[config.mk]
export PLATFORM = sky130hd
export DESIGN_NAME = fetch_unit
export DESIGN_NICKNAME = d
export VERILOG_FILES = /design/src/rtl/fetch_unit_pkg.sv /design/src/rtl/fetch_unit_instr_len_decode.sv /design/src/rtl/fetch_unit.sv
export SDC_FILE = /design/constraint.sdc
export NUM_CORES = 1
export LEC_CHECK = 0
export CORE_UTILIZATION = 35
export CTS_CLUSTER_DIAMETER = 80
export CTS_CLUSTER_SIZE = 16
export DETAILED_ROUTE_END_ITERATION = 16
export PLACE_DENSITY = 0.57
export SLEW_MARGIN = 20
export SYNTH_ARGS = -nofsm -noshare
export SYNTH_HDL_FRONTEND = slang
export SYNTH_SLANG_ARGS = --single-unit
[constraint.sdc]
create_clock -name CLK -period 7.4 [get_ports CLK]
set_input_delay 1.85 -clock CLK [delete_from_list [all_inputs] [get_ports CLK]]
set_output_delay 1.85 -clock CLK [all_outputs]
set_load 0.03 [all_outputs]
[src/rtl/fetch_unit_pkg.sv]
// Shared definitions for the Y86 fetch stage: icode constants, RNONE and FSM states.
// The HALTED state exists only when FETCH_HALT_LOCK_EN is defined.
// Included by fetch_unit and its length-decode sub-module.
package fetch_unit_pkg;

    localparam logic [3:0] IHALT   = 4'h0;
    localparam logic [3:0] INOP    = 4'h1;
    localparam logic [3:0] IRRMOVL = 4'h2;
    localparam logic [3:0] IIRMOVL = 4'h3;
    localparam logic [3:0] IRMMOVL = 4'h4;
    localparam logic [3:0] IMRMOVL = 4'h5;
    localparam logic [3:0] IOPL    = 4'h6;
    localparam logic [3:0] IJXX    = 4'h7;
    localparam logic [3:0] ICALL   = 4'h8;
    localparam logic [3:0] IRET    = 4'h9;
    localparam logic [3:0] IPUSHL  = 4'hA;
    localparam logic [3:0] IPOPL   = 4'hB;

    localparam logic [3:0] RNONE   = 4'hF;

    typedef enum logic [2:0] {
        S_IDLE   = 3'd0,
        S_BYTE0  = 3'd1,
        S_REGS   = 3'd2,
        S_CONST  = 3'd3
`ifdef FETCH_HALT_LOCK_EN
        , S_HALTED = 3'd4
`endif
    } state_t;

endpackage

[src/rtl/fetch_unit_instr_len_decode.sv]
// Maps an icode to its instruction-length flags {need_regids, need_valC, invalid}.
// Latency: purely combinational.
// Backpressure: none; no handshake.
module fetch_unit_instr_len_decode
    import fetch_unit_pkg::*;
(
    input  logic [3:0] i_icode,
    output logic       o_need_regids,
    output logic       o_need_valc,
    output logic       o_invalid
);

    // Length flags per icode; anything above IPOPL is invalid and fetched as 1 byte.
    always_comb begin
        o_need_regids = 1'b0;
        o_need_valc   = 1'b0;
        o_invalid     = 1'b0;
        case (i_icode)
            IHALT, INOP, IRET: begin
            end
            IRRMOVL, IOPL, IPUSHL, IPOPL: begin
                o_need_regids = 1'b1;
            end
            IIRMOVL, IRMMOVL, IMRMOVL: begin
                o_need_regids = 1'b1;
                o_need_valc   = 1'b1;
            end
            IJXX, ICALL: begin
                o_need_valc   = 1'b1;
            end
            default: begin
                o_invalid     = 1'b1;
            end
        endcase
    end

endmodule

[src/rtl/fetch_unit.sv]
// Multi-cycle Y86 fetch: one byte per memory handshake, delivers registered decoded fields with a done pulse.
// Latency: zero-wait memory gives done n+1 cycles after start for an n-byte instruction; each wait cycle adds one.
// Backpressure: imem_req/imem_addr are held until imem_ack; start is ignored while busy. Macro FETCH_HALT_LOCK_EN adds HALTED lock.
module fetch_unit
    import fetch_unit_pkg::*;
#(
    parameter int DATA_WID = 32
) (
    input  logic                CLK,
    input  logic                RST,
    input  logic                start,
    input  logic [DATA_WID-1:0] pc_in,
    output logic                imem_req,
    output logic [DATA_WID-1:0] imem_addr,
    input  logic [7:0]          imem_rdata,
    input  logic                imem_ack,
    output logic [3:0]          icode,
    output logic [3:0]          ifun,
    output logic [3:0]          rA,
    output logic [3:0]          rB,
    output logic [DATA_WID-1:0] valC,
    output logic [DATA_WID-1:0] valP,
    output logic                instr_invalid,
    output logic                done,
    output logic                busy
);

    localparam int         NB        = DATA_WID / 8;
    localparam logic [2:0] LAST_BYTE = 3'(NB - 1);

    state_t              r_state;
    state_t              w_state_nxt;
    logic                w_done_nxt;
    logic                r_imem_req;
    logic [DATA_WID-1:0] r_imem_addr;
    logic [DATA_WID-1:0] r_pc;
    logic [3:0]          r_icode;
    logic [3:0]          r_ifun;
    logic [3:0]          r_ra;
    logic [3:0]          r_rb;
    logic [DATA_WID-1:0] r_valc;
    logic [DATA_WID-1:0] r_valp;
    logic                r_invalid;
    logic                r_done;
    logic [2:0]          r_cnt;

    logic                w_ack;
    logic [3:0]          w_dec_icode;
    logic                w_need_regids;
    logic                w_need_valc;
    logic                w_invalid;
    logic [3:0]          w_len;

    // An ack only counts while a request is outstanding.
    assign w_ack       = imem_ack & r_imem_req;
    // In BYTE0 the icode is still on the memory bus; afterwards it is held in r_icode.
    assign w_dec_icode = (r_state == S_BYTE0) ? imem_rdata[7:4] : r_icode;
    assign w_len       = 4'd1 + {3'd0, w_need_regids} + (w_need_valc ? 4'(NB) : 4'd0);

    fetch_unit_instr_len_decode instr_len_decode (
        .i_icode       (w_dec_icode),
        .o_need_regids (w_need_regids),
        .o_need_valc   (w_need_valc),
        .o_invalid     (w_invalid)
    );

    // State register.
    always_ff @(posedge CLK or posedge RST) begin
        if (RST) r_state <= S_IDLE;
        else     r_state <= w_state_nxt;
    end

    // Next-state and done decode; each fetch state advances only on an ack.
    always_comb begin
        w_state_nxt = r_state;
        w_done_nxt  = 1'b0;
        case (r_state)
            S_IDLE: begin
                if (start) w_state_nxt = S_BYTE0;
            end
            S_BYTE0: begin
                if (w_ack) begin
                    if (w_need_regids) begin
                        w_state_nxt = S_REGS;
                    end else if (w_need_valc) begin
                        w_state_nxt = S_CONST;
                    end else begin
                        w_done_nxt  = 1'b1;
                        w_state_nxt = S_IDLE;
`ifdef FETCH_HALT_LOCK_EN
                        if (w_dec_icode == IHALT || w_invalid) w_state_nxt = S_HALTED;
`endif
                    end
                end
            end
            S_REGS: begin
                if (w_ack) begin
                    if (w_need_valc) begin
                        w_state_nxt = S_CONST;
                    end else begin
                        w_done_nxt  = 1'b1;
                        w_state_nxt = S_IDLE;
                    end
                end
            end
            S_CONST: begin
                if (w_ack && r_cnt == LAST_BYTE) begin
                    w_done_nxt  = 1'b1;
                    w_state_nxt = S_IDLE;
                end
            end
`ifdef FETCH_HALT_LOCK_EN
            S_HALTED: begin
                w_state_nxt = S_HALTED;
            end
`endif
            default: begin
                w_state_nxt = S_IDLE;
            end
        endcase
    end

    // Memory request, address and captured fields; fields change only on a capturing ack.
    always_ff @(posedge CLK or posedge RST) begin
        if (RST) begin
            r_imem_req  <= 1'b0;
            r_imem_addr <= '0;
            r_pc        <= '0;
            r_icode     <= 4'h0;
            r_ifun      <= 4'h0;
            r_ra        <= RNONE;
            r_rb        <= RNONE;
            r_valc      <= '0;
            r_valp      <= '0;
            r_invalid   <= 1'b0;
            r_done      <= 1'b0;
            r_cnt       <= 3'd0;
        end else begin
            r_done     <= w_done_nxt;
            r_imem_req <= (w_state_nxt == S_BYTE0) || (w_state_nxt == S_REGS) ||
                          (w_state_nxt == S_CONST);
            if (r_state == S_IDLE && start) begin
                r_pc        <= pc_in;
                r_imem_addr <= pc_in;
            end else if (w_ack) begin
                r_imem_addr <= r_imem_addr + DATA_WID'(1);
            end
            if (w_ack) begin
                case (r_state)
                    S_BYTE0: begin
                        r_icode   <= imem_rdata[7:4];
                        r_ifun    <= imem_rdata[3:0];
                        r_ra      <= RNONE;
                        r_rb      <= RNONE;
                        r_valc    <= '0;
                        r_invalid <= w_invalid;
                        r_valp    <= r_pc + DATA_WID'(w_len);
                        r_cnt     <= 3'd0;
                    end
                    S_REGS: begin
                        r_ra <= imem_rdata[7:4];
                        r_rb <= imem_rdata[3:0];
                    end
                    S_CONST: begin
                        r_valc[{r_cnt, 3'b000} +: 8] <= imem_rdata;
                        r_cnt                        <= r_cnt + 3'd1;
                    end
                    default: begin
                    end
                endcase
            end
        end
    end

    assign imem_req      = r_imem_req;
    assign imem_addr     = r_imem_addr;
    assign icode         = r_icode;
    assign ifun          = r_ifun;
    assign rA            = r_ra;
    assign rB            = r_rb;
    assign valC          = r_valc;
    assign valP          = r_valp;
    assign instr_invalid = r_invalid;
    assign done          = r_done;
    assign busy          = (r_state == S_BYTE0) || (r_state == S_REGS) || (r_state == S_CONST);

endmodule

# After elaboration in Yosys (flattened, before gate mapping)
# Cells that the tools add are included.
totals:
  ff_bits: 153
  out_inout_bits: 116
  word_cells: 82
classes:
  add_sub_neg: 6
  eq_ne: 18
  n_shift: 2
  mux: 25
  bitwise: 1
  reduce_logical: 17
ops:
  columns: ["operator", "n"]
  rows:
  - ["$mux 32", 2]
  - ["$pmux 32 s2", 1]
  - ["$add 32x1->32 const B", 1]
  - ["$add 32x4->32", 1]
  - ["$bwmux 32", 1]
  - ["$shift 8x8->32 const A", 1]
  - ["$shiftx 8x8->32", 1]
  - ["$eq 4x3->1 const B", 4]
  - ["$eq 4x4->1 const B", 4]
  - ["$pmux 4 s2", 2]
  - ["$eq 3x2->1 const B", 5]
  - ["$mux 3", 5]
  - ["$pmux 3 s4", 1]
  - ["$reduce_or 12->1", 1]
  - ["$eq 4x2->1 const B", 2]
  - ["$mux 1", 8]
  - ["$neg 6->8", 1]
  - ["$reduce_or 7->1", 1]
  - ["$eq 3x1->1 const B", 2]
  - ["$pmux 3 s2", 1]
  - ["$reduce_and 2->1", 3]
  - ["$reduce_bool 2->1", 3]
  - ["$reduce_or 5->1", 1]
  - ["$add 2x3->4", 1]
  - ["11 further kinds", 16]

# Longest topological paths before layout
# Gate-level depths: netlist of the first run.
logic_depth:
  ltp_word: 12
  mapped_depth: 14

# Cells and area by module
# From an unflattened synthesis of the first run, not the netlist that was laid out.
hier_totals:
  cells_unflattened: 679
  area_unflattened_um2: 7068.0
by_module_without_submodules:
  columns: ["mod", "instances", "cells_per_inst", "area_each_um2"]
  rows:
  - ["fetch_unit", 1, 672, 7015.5]
  - ["fetch_unit_instr_len_decode", 1, 7, 52.6]

# Least setup slack after synthesis of the first run
# Ideal clock, no wire load.
synth_timing:
  path_type: "input port to flip-flop"
  startpoint: "in imem_rdata[5]"
  endpoint: "reg r_valp[28], in the netlist valP[28]"
  arrival_ps: 3758
  required_time_ps: 7265
  setup_slack_ps: 3507
  cell_stages: 14
  cell_sequence: "buf_6 mux2i_1 o21ai_0 mux2i_1 inv_1 ha_1 inv_1 ha_1 o211ai_1 a21oi_2 buf_6 nand3_1 xor2_1 o21ai_1"
synth_via:
  elab_chain_len: 7
  elab_cells_between_ends: 18
  classes_between: "add/sub (3); eq/ne (9); mux (4); reduce/logical (2)"
synth_lines:
  columns: ["item", "line", "text"]
  rows:
  - ["start, declared", "fetch_unit.sv:15", "input logic [7:0] imem_rdata,"]
  - ["$mux 4 *", null, null]
  - ["$eq 4x2->1 (tied with other cells)", "fetch_unit_instr_len_decode.sv:18", "case (i_icode)"]
  - ["$reduce_or 7->1 (no source line) or $reduce_or 5->1 (tied branches)", null, null]
  - ["$mux 1", "fetch_unit_instr_len_decode.sv:18", null]
  - ["$add 1x1->2 or $mux 3 (tied branches)", "fetch_unit.sv:58", "assign w_len = 4'd1 + {3'd0, w_need_regids} + (w_need_valc ? 4'(NB) : 4'd0);"]
  - ["$add 2x3->4 *", "fetch_unit.sv:58", null]
  - ["$add 32x4->32 *", "fetch_unit.sv:157", "r_valp <= r_pc + DATA_WID'(w_len);"]
  - ["end signal, assigned", "fetch_unit.sv:157", null]
  - ["end, declared", "fetch_unit.sv:42", "logic [DATA_WID-1:0] r_valp;"]
# Mark *: on every way between the ends. The rest lies on a longest branch, timed or not.
# A chain may end at the register's enable or synchronous reset.

# Worst setup path in the final report of the first run
layout_timing:
  startpoint: "in imem_rdata[5]"
  endpoint: "reg r_valp[20], in the netlist valP[20]"
# The elaborated chain is that of the path after synthesis.

==> impl_metrics.yaml, run 1 <==
routing:
  antenna_left: 0
  drt_iter0_drc: 346
  routed_wl_mm: 19.4
  dr_total_vias: 5639
  first_pass_iters: 5
  post_drt_wl_per_cell_um: 17.4
  via_per_inst: 5.05
  drcViolationCount: 0
critical_path:
  critPathRequiredTime_ns: 7.74
  slowest_stage: "clkdlybuf4s50_1"
  reg2reg_from: "r_state[1]"
  slowest_delay_ns: 0.61
  ff2ff_path_depth: 13
  critPathCaptureType: "flip-flop"
  cp-start-kind: "primary input"
  criticalPathCategory: "primary input to flip-flop"
  crit_chain: "clkdlybuf4s50_1 -> mux2i_1 -> o21ai_0 -> mux2i_1 -> inv_1 -> ha_1 -> inv_1 -> ha_1 -> o211ai_1 -> a21oi_2 -> nand4_1 -> xor2_1 -> o21ai_0"
  crit_arrival_ns: 5.06
  r2r_setup_slack_ns: 3.62
  cp_max_fo: 14
  reg2reg_to: "valP[20]"
timing:
  fmax_mhz: 212
  rsz0062_at_grt: "no"
  period_needed_ns: 4.73
  finalSetupViolCount: 0
  setup_tns_ns: 0
  worstMarginPinSlew_ns: 0.794
  final_max_slew_viol_count: 0
  skew_ns: 0.0105
  worst_slack_ns: 2.67
  finalHoldViolations: 0
  post-route-period-util_pct: 63.9
  maxSlewHeadroom_pct: 47.0
global_routing:
  grt_pass1_wl_mm: 31.5
  grt_usage_pct: 19.0
  overflow: 0
  antenna_found_initial: 0
  grt_pass1_vias: 5702
  grt_max_degree: 115
floorplanning:
  die-area_um2: 21000
  start_util_pct: 36.2
  core_um2: 19800
  dieWidth_um: 145
  fp-row-count: 51
  die-height_um: 145
  io_pins: 160
power_and_ir_drop:
  power_mw: 3.44
  p_int_mw: 2.15
  power_density_nw_per_um2: 358
  irDropWorstVdd_mv: 0.179
  swShare_pct: 37.4
  clockPowerShare_pct: 26.8
  power_frac_comb_pct: 35.5
  leakagePower_nw: 4.08
  p_sw_mw: 1.29
  seqPwrFrac_pct: 37.6
synth:
  synth_edf_count: 0
  ys_ff_latch: 153
  synth_fp_nets: 740
  synthCells: 686
  synthArstFlopShare_pct: 100
  synth_cell_types: 63
  ys_warn_count: 0
  syn-cell-area_um2: 7160
  ys_seq_area_share_pct: 53.6
  syn_area_per_cell_um2: 10.4
  yosys_most_used_dff: "dfrtp_1"
status:
  status: "completed"
cts:
  cts_buffer_depth: 2
  cts-root-buf: "clkbuf_16"
  htree_levels: 4
  clock_sinks: 153
  ctsResizeCount: 0
  clock_latency_ns: 0.43
  cts_made_buffers: 17
  holdBufCountCts: 0
  cts_tree: "yes"
  path_clk_slew_ns: 0.06
  cts_setup_buffers: 0
job:
  maxCapViolCount: 0
placed_design:
  post-place-ws_ns: 2.29
  routabilityCongestion: 0.812
  placed_area_um2: 8960
  port_buffers: 159
  hpwl_mm: 14.2
min_path:
  hold_depth: 2
  hp-start: "valP[31]"
  min_path_type: "flip-flop to flip-flop"
  whs_endpoint: "valP[31]"
cells_and_area:
  finish.utilization_pct: 48.5
  area_growth_pct: 34.0
  fill_cells: 1827
  final_cell_area_um2: 9600
  drive_above_1_share_pct: 10.6
  antennaDiodeCount: 0
  seqCellArea_um2: 3840
  multi_input_area_um2: 3120
  num-nets-final: 893
## cells in the mapped netlist, types with 4 or more instances
| cell | n | share of area [%] |
|---|---|---|
| nand4_1 | 13 | 1.1 |
| mux2i_1 | 6 | 0.84 |
| o22a_1 | 7 | 0.86 |
| and4_1 | 4 | 0.49 |
| o21ai_1 | 25 | 1.7 |
| a21o_1 | 5 | 0.52 |
| dfstp_2 | 8 | 2.9 |
| nand3_1 | 25 | 1.7 |
| clkbuf_1 | 21 | 1.1 |
| nand4_2 | 4 | 0.70 |
| nor2_1 | 22 | 1.2 |
| dfrtp_1 | 145 | 51 |
| ha_1 | 10 | 1.7 |
| and3_1 | 9 | 0.79 |
| nand3_2 | 6 | 0.84 |
| a22o_2 | 4 | 0.56 |
| a22o_1 | 29 | 3.5 |
| nand2_1 | 158 | 8.3 |
| a211oi_1 | 4 | 0.42 |
| xor2_1 | 40 | 4.9 |
| inv_1 | 12 | 0.63 |
| mux2_2 | 8 | 1.3 |
| xnor2_1 | 21 | 2.6 |
| o21ai_0 | 47 | 3.3 |
## per-stage QoR
stage | hold slack, ns | instances
after floorplan | 0.467 | 686
after global placement | 0.469 | 1084
after detailed placement | 0.475 | 1084
after CTS | 0.488 | 1116
after global routing | 0.515 | 1117
final | 0.482 | 1117
## kinds of logic after synthesis
group / share of synthesized area [%]
other cells: 0.0524
compound gates: 12.5
flops: 53.6
mux: 2.10
buf+inv: 2.97
simple gates: 19.4
xor+xnor: 7.46
fa+ha+maj: 1.90
## cell type report
type | count | area share (%)
well taps | 265 | 3.45
repair buffers | 164 | 17.0
multi-input cells | 491 | 32.5
clock inverters | 11 | 1.76
clock buffers | 21 | 4.69
inverters | 12 | 0.547
flip-flops and latches | 153 | 40.0
## worst max-delay path by stage
| stage | start | to | slack (ns) | depth (start not counted) |
|---|---|---|---|---|
| CTS | imem_rdata[5] | valP[20] | 2.70 | 13 |
| floorplan | RST | done | 1.44 | 1 |
| global placement | imem_rdata[5] | valP[20] | 2.43 | 13 |
| detailed placement | imem_rdata[5] | valP[20] | 2.29 | 13 |
| global route | imem_rdata[5] | valP[20] | 2.33 | 13 |
| finish | imem_rdata[5] | valP[20] | 2.67 | 13 |
## power by group through the flow
stage               Combinational [mW]  Clock (mW)  Sequential [mW]
CTS                               1.23       0.940             1.30
floorplan                        0.392           0             1.60
global route                      1.31       0.976             1.33
detailed placement                1.23           0             1.31
finish                            1.22       0.924             1.29
global placement                  1.22           0             1.30
## worst max-delay path, delay by kind of cell
kind | cells | cell delay, ns
simple gates | 1 | 0.20
fa+ha+maj | 2 | 0.41
compound gates | 4 | 1.02
buf+inv | 3 | 0.75
xor+xnor | 1 | 0.18
mux | 2 | 0.63
## cell usage in the layout (no fill, tap or decap), types with 4 or more instances in the layout
master / count
a22o_2: 4
a22o_1: 29
and4_1: 4
o21ai_1: 25
mux2i_1: 6
ha_1: 10
nor2_1: 22
o22a_1: 7
xnor2_1: 21
and3_1: 9
nand4_2: 4
a211oi_1: 4
mux2_2: 8
nand4_1: 13
nand3_2: 6
bufinv_16: 4
buf_4: 4
o21ai_0: 47
dfstp_2: 8
inv_1: 11
nand2_1: 157
nand3_1: 25
dfrtp_1: 145
clkbuf_16: 17
xor2_1: 40
a21o_1: 5
clkdlybuf4s50_1: 159
## routing by layer
metal | vias to the layer above | share of wire [%] | GRT usage, %
li1 | 2687 | - | -
met1 | 2758 | 49 | 27.1
met2 | 170 | 45 | 28.8
met3 | 24 | 4.2 | 3.81
met4 | 0 | 1.5 | 6.37
met5 | - | 0 | 0
## state kept, by name, summed over array words and instances, names as in the netlist
name / flops
rA: 4
valP: 32
r_pc: 32
ifun: 4
imem_addr: 32
rB: 4
valC: 32
instr_invalid: 1
icode: 4
imem_req: 1
done: 1
r_cnt: 3
r_state: 3
(Power assumes the default switching activity.)
==> run 2: changes to the inputs <==
--- a/config.mk
+++ b/config.mk
@@ -9,7 +9,7 @@
 export CTS_CLUSTER_DIAMETER = 80
 export CTS_CLUSTER_SIZE = 16
 export DETAILED_ROUTE_END_ITERATION = 16
-export PLACE_DENSITY = 0.57
+export PLACE_DENSITY = 0.59
 export SLEW_MARGIN = 20
 export SYNTH_ARGS = -nofsm -noshare
 export SYNTH_HDL_FRONTEND = slang
==> constraint.sdc (replaced) <==
create_clock -name CLK -period 4.3 [get_ports CLK]
set_input_delay 1.075 -clock CLK [delete_from_list [all_inputs] [get_ports CLK]]
set_output_delay 1.075 -clock CLK [all_outputs]
set_load 0.03 [all_outputs]
==> run 2 against run 1 <==
Global-route usage decreased by 0.77 points. Clock power rose by 56%. Die area is the same. Clock skew grew 0.0023 ns. Core utilization hardly changed. Cell count up 0.63%. Combinational power rose by 72%. First-iteration DRC count is 27% lower. Routed wire length is 3.3% lower. Non-clock buffer count increased by 7. Sequential power up 71%.
==> impl_metrics.yaml, run 2 (synthesis results as in run 1) <==
cts:
  ctsResizeCount: 0
  clock_sinks: 153
  htree_levels: 4
  cts-root-buf: "clkbuf_16"
  cts_tree: "yes"
  cts_setup_buffers: 0
  cts_made_buffers: 17
  holdBufCountCts: 0
  clock_latency_ns: 0.43
  path_clk_slew_ns: 0.06
  cts_buffer_depth: 2
timing:
  finalHoldViolations: 0
  post-route-period-util_pct: 79.2
  period_needed_ns: 3.40
  fmax_mhz: 294
  final_max_slew_viol_count: 0
  skew_ns: 0.0128
  setup_tns_ns: 0
  maxSlewHeadroom_pct: 52.7
  worstMarginPinSlew_ns: 0.708
  rsz0062_at_grt: "no"
  finalSetupViolCount: 0
critical_path:
  slowest_stage: "dfrtp_1"
  criticalPathCategory: "flip-flop to flip-flop"
  path_buf_inv: 3
  cp_max_fo: 14
  critPathCaptureType: "flip-flop"
  reg2reg_from: "r_state[1]"
  reg2reg_to: "valP[20]"
  ff2ff_path_depth: 14
  worst-path-stages: 14
  slowest_delay_ns: 0.56
  crit_arrival_ns: 3.74
  crit_end: "valP[20]"
  cp-start-kind: "flip-flop"
  crit_family: "multiplexers"
  crit_start: "r_state[1]"
  critPathRequiredTime_ns: 4.64
  crit_chain: "nor3b_4 -> mux2i_1 -> o21ai_0 -> mux2i_1 -> inv_1 -> ha_1 -> inv_1 -> ha_1 -> o211ai_1 -> a21oi_2 -> buf_4 -> nand4_1 -> xor2_1 -> o21ai_0"
  r2r_setup_slack_ns: 0.90
global_routing:
  grt_pass1_wl_mm: 30.0
  antenna_found_initial: 0
  grt_pass1_vias: 5241
  grt_max_degree: 91
  overflow: 0
  grt_usage_pct: 18.3
floorplanning:
  dieWidth_um: 145
  die-height_um: 145
  core_um2: 19800
  die-area_um2: 21000
  fp-row-count: 51
  start_util_pct: 36.2
  io_pins: 160
cells_and_area:
  antennaDiodeCount: 0
  num-nets-final: 900
  area_growth_pct: 34.0
  layout_common_cells: "clkdlybuf4s50_1 (159), nand2_1 (157), dfrtp_1 (145)"
  drive_above_1_share_pct: 11.6
  final_cell_area_um2: 9600
  layout.cells.most_common: "clkdlybuf4s50_1"
power_and_ir_drop:
  p_sw_mw: 2.25
  leakagePower_nw: 4.08
  p_int_mw: 3.50
  irDropWorstVdd_mv: 0.303
  clockPowerShare_pct: 25.0
  swShare_pct: 39.1
  power_density_nw_per_um2: 599
  seqPwrFrac_pct: 38.5
  power_frac_comb_pct: 36.6
routing:
  drcViolationCount: 0
  routed_wl_mm: 18.8
  via_per_inst: 4.92
  first_pass_iters: 4
  dr_total_vias: 5535
  antenna_left: 0
  post_drt_wl_per_cell_um: 16.7
  drt_iter0_drc: 254
placed_design:
  port_buffers: 159
  placed_area_um2: 9030
  routabilityCongestion: 0.802
  hpwl_mm: 13.6
min_path:
  min_path_type: "flip-flop to flip-flop"
status:
  status: "completed"
job:
  maxCapViolCount: 0
-- run 2: worst min-delay path by stage --
stage | from | to | slack (ns) | depth (start not counted)
final | valP[13] | valP[13] | 0.48 | 2
after global routing | valP[18] | valP[18] | 0.51 | 2
after CTS | valP[6] | valP[6] | 0.49 | 2
after detailed placement | valP[6] | valP[6] | 0.48 | 2
after global placement | valP[7] | valP[7] | 0.47 | 2
after floorplan | r_pc[1] | r_pc[1] | 0.47 | 2
-- run 2: through the flow --
stage               power (mW)  setup WS [ns]  utilization, %  hold slack (ns)  std cells
floorplan                 3.43           1.18               -            0.467        686
detailed placement        4.36          0.539            45.7            0.477       1092
global route              6.06          0.582            48.5            0.511       1124
CTS                       5.81          0.878            48.5            0.492       1124
global placement          4.34          0.632            45.7            0.470       1092
finish                    5.75          0.896            48.5            0.481       1124
-- run 2: final cells by class --
cell class                 count  area (um^2)
fill                        1871        10200
multi-input combinational    491         3120
sequential                   153         3840
clock inverter                14          129
tap                          265          332
inverter                      12         48.8
timing repair buffer         171         1690
clock buffer                  18          439
-- run 2: power by group through the flow --
| stage | sequential [mW] | combinational (mW) | clock [mW] |
|---|---|---|---|
| 6_report | 2.21 | 2.10 | 1.44 |
| 5_1_grt | 2.27 | 2.26 | 1.53 |
| 4_1_cts | 2.21 | 2.13 | 1.47 |
| 3_5_place_dp | 2.23 | 2.13 | 0 |
| 3_3_place_gp | 2.23 | 2.11 | 0 |
| 2_1_floorplan | 2.75 | 0.675 | 0 |
-- run 2: worst min-delay path: cells and delay by family (launching register included) --
kind | cells | cell delay [ns]
AOI/OAI and AO/OA | 1 | 0.06
and+or+nand+nor | 1 | 0.05
DFF | 1 | 0.34
-- run 2: per-layer routing --
layer,track usage (%),vias to the layer above,part of all wire [%]
li1,-,2698,-
met1,28.6,2693,53
met2,24.9,127,42
met3,3.71,17,3.7
met4,5.21,0,1.2
met5,0,-,0
